===== config.mk =====
export PLATFORM = sky130hd
export DESIGN_NAME = mux_n_pipe
export DESIGN_NICKNAME = d
export VERILOG_FILES = /design/src/rtl/mux_n_pipe.sv
export SDC_FILE = /design/constraint.sdc
export NUM_CORES = 1
export LEC_CHECK = 0
export ABC_AREA = 1
export BUFFER_PORTS_ARGS = -buffer_cell sky130_fd_sc_hd__clkbuf_2
export CAP_MARGIN = 10
export CORE_MARGIN = 2
export CORE_UTILIZATION = 55
export DETAILED_ROUTE_END_ITERATION = 16
export PLACE_DENSITY = 0.89
export SETUP_SLACK_MARGIN = 0.02
export SLEW_MARGIN = 30
export SYNTH_ARGS = -nofsm -noshare
export SYNTH_HDL_FRONTEND = slang
export SYNTH_SLANG_ARGS = --single-unit

===== constraint.sdc =====
create_clock -name clk -period 2.46 [get_ports clk]
set_input_delay 0.492 -clock clk [delete_from_list [all_inputs] [get_ports clk]]
set_output_delay 0.492 -clock clk [all_outputs]
set_load 0.01 [all_outputs]

===== src/rtl/mux_n_pipe.sv =====
// N-way WIDTH-bit selector with a registered valid/ready output stage and a
// one-entry skid register, so the block runs at full rate and stalls cleanly.
module mux_n_pipe #(
   parameter int WIDTH = 32,
   parameter int N_IN  = 3,
   parameter int SEL_W = 2,
   parameter int CNT_W = 8
) (
   input  logic                  clk,
   input  logic                  rst_n,
   input  logic [N_IN*WIDTH-1:0] in_data,
   input  logic [SEL_W-1:0]      in_sel,
   input  logic                  in_valid,
   output logic                  in_ready,
   output logic [WIDTH-1:0]      out_data,
   output logic                  out_sel_err,
   output logic                  out_valid,
   input  logic                  out_ready,
   output logic [CNT_W-1:0]      err_cnt,
   input  logic                  err_clr
);

   localparam logic [SEL_W:0]   LP_N_IN    = (SEL_W+1)'(N_IN);
   localparam logic [CNT_W-1:0] LP_CNT_MAX = '1;

   logic [WIDTH-1:0] w_selData;
   logic             w_selErr;
   logic             w_acc;
   logic             w_adv;

   logic             r_oValid;
   logic [WIDTH-1:0] r_oData;
   logic             r_oErr;
   logic             r_sValid;
   logic [WIDTH-1:0] r_sData;
   logic             r_sErr;
   logic             r_inReady;
   logic [CNT_W-1:0] r_errCnt;

   logic             w_oValidNext;
   logic [WIDTH-1:0] w_oDataNext;
   logic             w_oErrNext;
   logic             w_sValidNext;
   logic [WIDTH-1:0] w_sDataNext;
   logic             w_sErrNext;

   // When N_IN fills the select space this compare folds to a constant 0.
   assign w_selErr = ({1'b0, in_sel} >= LP_N_IN);

   always_comb begin
      w_selData = in_data[0 +: WIDTH];
      for (int k = 1; k < N_IN; k++) begin
         if (in_sel == SEL_W'(k)) begin
            w_selData = in_data[k*WIDTH +: WIDTH];
         end
      end
   end

   assign w_acc = in_valid && r_inReady;
   assign w_adv = !r_oValid || out_ready;

   // The skid entry always leaves before a new beat lands in it, so the skid
   // can only be loaded while the output stage is stalled and the skid is empty.
   always_comb begin
      w_oValidNext = r_oValid;
      w_oDataNext  = r_oData;
      w_oErrNext   = r_oErr;
      w_sValidNext = r_sValid;
      w_sDataNext  = r_sData;
      w_sErrNext   = r_sErr;
      if (w_adv) begin
         if (r_sValid) begin
            w_oValidNext = 1'b1;
            w_oDataNext  = r_sData;
            w_oErrNext   = r_sErr;
            if (w_acc) begin
               w_sDataNext = w_selData;
               w_sErrNext  = w_selErr;
            end else begin
               w_sValidNext = 1'b0;
            end
         end else if (w_acc) begin
            w_oValidNext = 1'b1;
            w_oDataNext  = w_selData;
            w_oErrNext   = w_selErr;
         end else begin
            w_oValidNext = 1'b0;
         end
      end else if (w_acc) begin
         w_sValidNext = 1'b1;
         w_sDataNext  = w_selData;
         w_sErrNext   = w_selErr;
      end
   end

   always_ff @(posedge clk or negedge rst_n) begin
      if (!rst_n) begin
         r_oValid  <= 1'b0;
         r_oData   <= '0;
         r_oErr    <= 1'b0;
         r_sValid  <= 1'b0;
         r_sData   <= '0;
         r_sErr    <= 1'b0;
         r_inReady <= 1'b1;
      end else begin
         r_oValid  <= w_oValidNext;
         r_oData   <= w_oDataNext;
         r_oErr    <= w_oErrNext;
         r_sValid  <= w_sValidNext;
         r_sData   <= w_sDataNext;
         r_sErr    <= w_sErrNext;
         r_inReady <= !w_sValidNext;
      end
   end

   // Counted at accept time; a clear wins over a simultaneous erroring beat.
   always_ff @(posedge clk or negedge rst_n) begin
      if (!rst_n) begin
         r_errCnt <= '0;
      end else if (err_clr) begin
         r_errCnt <= '0;
      end else if (w_acc && w_selErr && (r_errCnt != LP_CNT_MAX)) begin
         r_errCnt <= r_errCnt + 1'b1;
      end
   end

   assign in_ready    = r_inReady;
   assign out_valid   = r_oValid;
   assign out_data    = r_oData;
   assign out_sel_err = r_oErr;
   assign err_cnt     = r_errCnt;

endmodule

==> qor.yml <==
clk_pin_slew_ps: 70
clock.fmax_mhz: 564
powerDensity_nw_per_um2: 1010
reg2reg_to: "r_sValid"
synth_top_area_share_pct: 44.9
clock_latency_ps: 340
portBuffers: 145
ys_top_cells_by_area: "dfrtp_1, nand2_1, nand3_1"
synth_edf_count: 0
cts_tree: "yes"
via_per_inst: 5.38
ir_drop_mv: 0.520
relSlewSlack_pct: 61.6
yosysWarningCount: 0
synth-async-reset-ratio_pct: 100
synth_top_family_by_area: "simple AND/OR/NAND/NOR gates"
drive_gt1_share_pct: 25.8
rows: 32
tightest_slew_ps: 575
wl_per_cell_um: 13.7
root_buffer: "clkbuf_8"
cp.arrival_ps: 1950
fin_crit_ps: 1770
r2r_slack_ps: 690
dieArea_um2: 8430
vias: 4580
die_w_um: 91.8
worst_setup_path_start_kind: "flip-flop"
regArea_um2: 1930
end_kind: "flip-flop"
final_core_util_pct: 68.6
hp-class: "in2async"
critPathLaunch: "r_sValid"
crit-reg2reg-launch: "r_sValid"
core_um2: 7610
htree_levels: 3
p_leak_uw: 0.00295
reg2reg_depth: 5
met1_usage_pct: 36.6
synth_adder_area_share_pct: 0.295
antenna_found_initial: 0
track_usage_pct: 28.3
yosysUniqueCellTypes: 23
hold_ws_ps: 108
synth_area_leader_cell: "dfrtp_1"
start_util_pct: 55.7
cts_resized: 0
area_growth_pct: 23.0
io_pins: 146
drtIter0Drc: 320
crit_required_ps: 2640
synth_most_common_cell: "nand2_1"
hold_viol: 0
grt_pass1_wl_mm: 19.3
dp_hpwl_mm: 8.45
synth_xor_area_share_pct: 0
multi_input_area_um2: 1950
final.setup.tns_ps: 0
grt_start_max_net_pins: 43
synthMuxAreaShare_pct: 0
path_max_fanout: 28
cts_setup_buffers: 0
top_usage_layer: "met2"
synth_seq_cells: 77
synthCells: 607
die_y_um: 91.8
skew_ps: 6.78
grt_overflow_total: 0
grtUsageMet3_pct: 5.01
fillers: 663
synthFlopType: "dfrtp_1"
ctsHoldBuffers: 0
first_pass_iters: 5
yosysSeqAreaShare_pct: 45.5
drv_cap: 0
setup_viol: 0
crit_type: "reg2reg"
synth-compound-area-share_pct: 7.44
grt_use_met2_pct: 47.7
antenna_cells: 0
drc: 0
clock-sinks: 77
fin_crit_sh_pct: 72.0
synth_common_cells: "nand2_1, nand3_1, nor2_1, dfrtp_1, inv_1"
cts_made_buffers: 9
grt_pass1_vias: 4354
fin_nets: 849
outcome: "complete, no violations"
cts.path.max_buffers: 2
synthSimpleGateAreaFrac_pct: 38.2
ant_nets: 0
syn_area_um2: 4240
rsz0062_at_grt: "no"
wirelength_mm: 11.6
avgSynthCellArea_um2: 6.99
syn_nets: 711
drv_slew: 0
place.gp.congestion: 0.931
-- worst max path at each step --
stage	endpoint	slack [ps]	depth (start not counted)
floorplan	out_data[23]	1010	9
global placement	out_data[26]	650	8
detailed placement	out_data[12]	570	8
CTS	r_sValid	710	5
global route	in_ready	560	6
finish	r_sValid	690	5
-- through the flow --
stage / instances / total power, uW / setup WS [ps] / area (um^2)
6_report: 851 / 5280 / 688 / 5220
5_1_grt: 851 / 5700 / 560 / 5220
4_1_cts: 851 / 5280 / 712 / 5220
3_5_place_dp: 836 / 4460 / 566 / 5060
3_3_place_gp: 836 / 4360 / 652 / 5060
2_1_floorplan: 607 / 3650 / 1010 / 4240
-- cell usage in the layout (no fill, tap or decap) --
| cell | count |
|---|---|
| nand3_1 | 98 |
| dfrtp_1 | 76 |
| or2_2 | 14 |
| nor2_2 | 1 |
| buf_4 | 14 |
| clkinv_2 | 2 |
| a21oi_4 | 1 |
| inv_2 | 4 |
| clkbuf_8 | 10 |
| clkbuf_1 | 3 |
| dfstp_2 | 1 |
| nor3_1 | 1 |
| ha_1 | 1 |
| nand2_2 | 1 |
| nand2_1 | 192 |
| inv_1 | 50 |
| buf_12 | 1 |
| clkbuf_2 | 144 |
| nand4_1 | 2 |
| nor2_1 | 77 |
| o21bai_1 | 1 |
| o21ai_0 | 5 |
| a31oi_1 | 19 |
| a21oi_1 | 31 |
-- final cells by class --
cell class	count	area share [%]
clock buffer	13	2.85
multi-input combinational	444	37.4
tap	102	2.45
timing repair buffer	159	16.2
clock inverter	2	0.192
inverter	54	3.89
sequential	77	37.0
-- flip-flops by register name (all words and copies together), names as in the netlist --
| name | cells |
|---|---|
| err_cnt | 8 |
| out_sel_err | 1 |
| r_sData | 32 |
| out_data | 32 |
| in_ready | 1 |
| r_sErr | 1 |
| out_valid | 1 |
| r_sValid | 1 |
-- worst max-delay path: stages, from the launching register on --
cell	delay, ps
dfrtp_1	400
inv_2	390
a21oi_4	100
buf_4	230
inv_2	280
o21ai_0	200
-- power breakdown --
part,internal (uW),leakage (uW),switching [uW]
logic,848,0.00195,1460
registers,1840,0.000918,313
clock network,387,0.0000833,429
-- routing by layer --
metal | share of wire (%) | wire length (um)
met2 | 49 | 5740
met5 | 0 | 0
met3 | 7.4 | 862
met1 | 41 | 4810
met4 | 1.9 | 224
-- kinds of logic after synthesis --
kind of cell | count (synthesis)
and+or+nand+nor | 386
AOI/OAI and AO/OA | 57
adders and majority gates | 1
buffers and inverters | 86
DFF | 77
(Power assumes the default switching activity.)
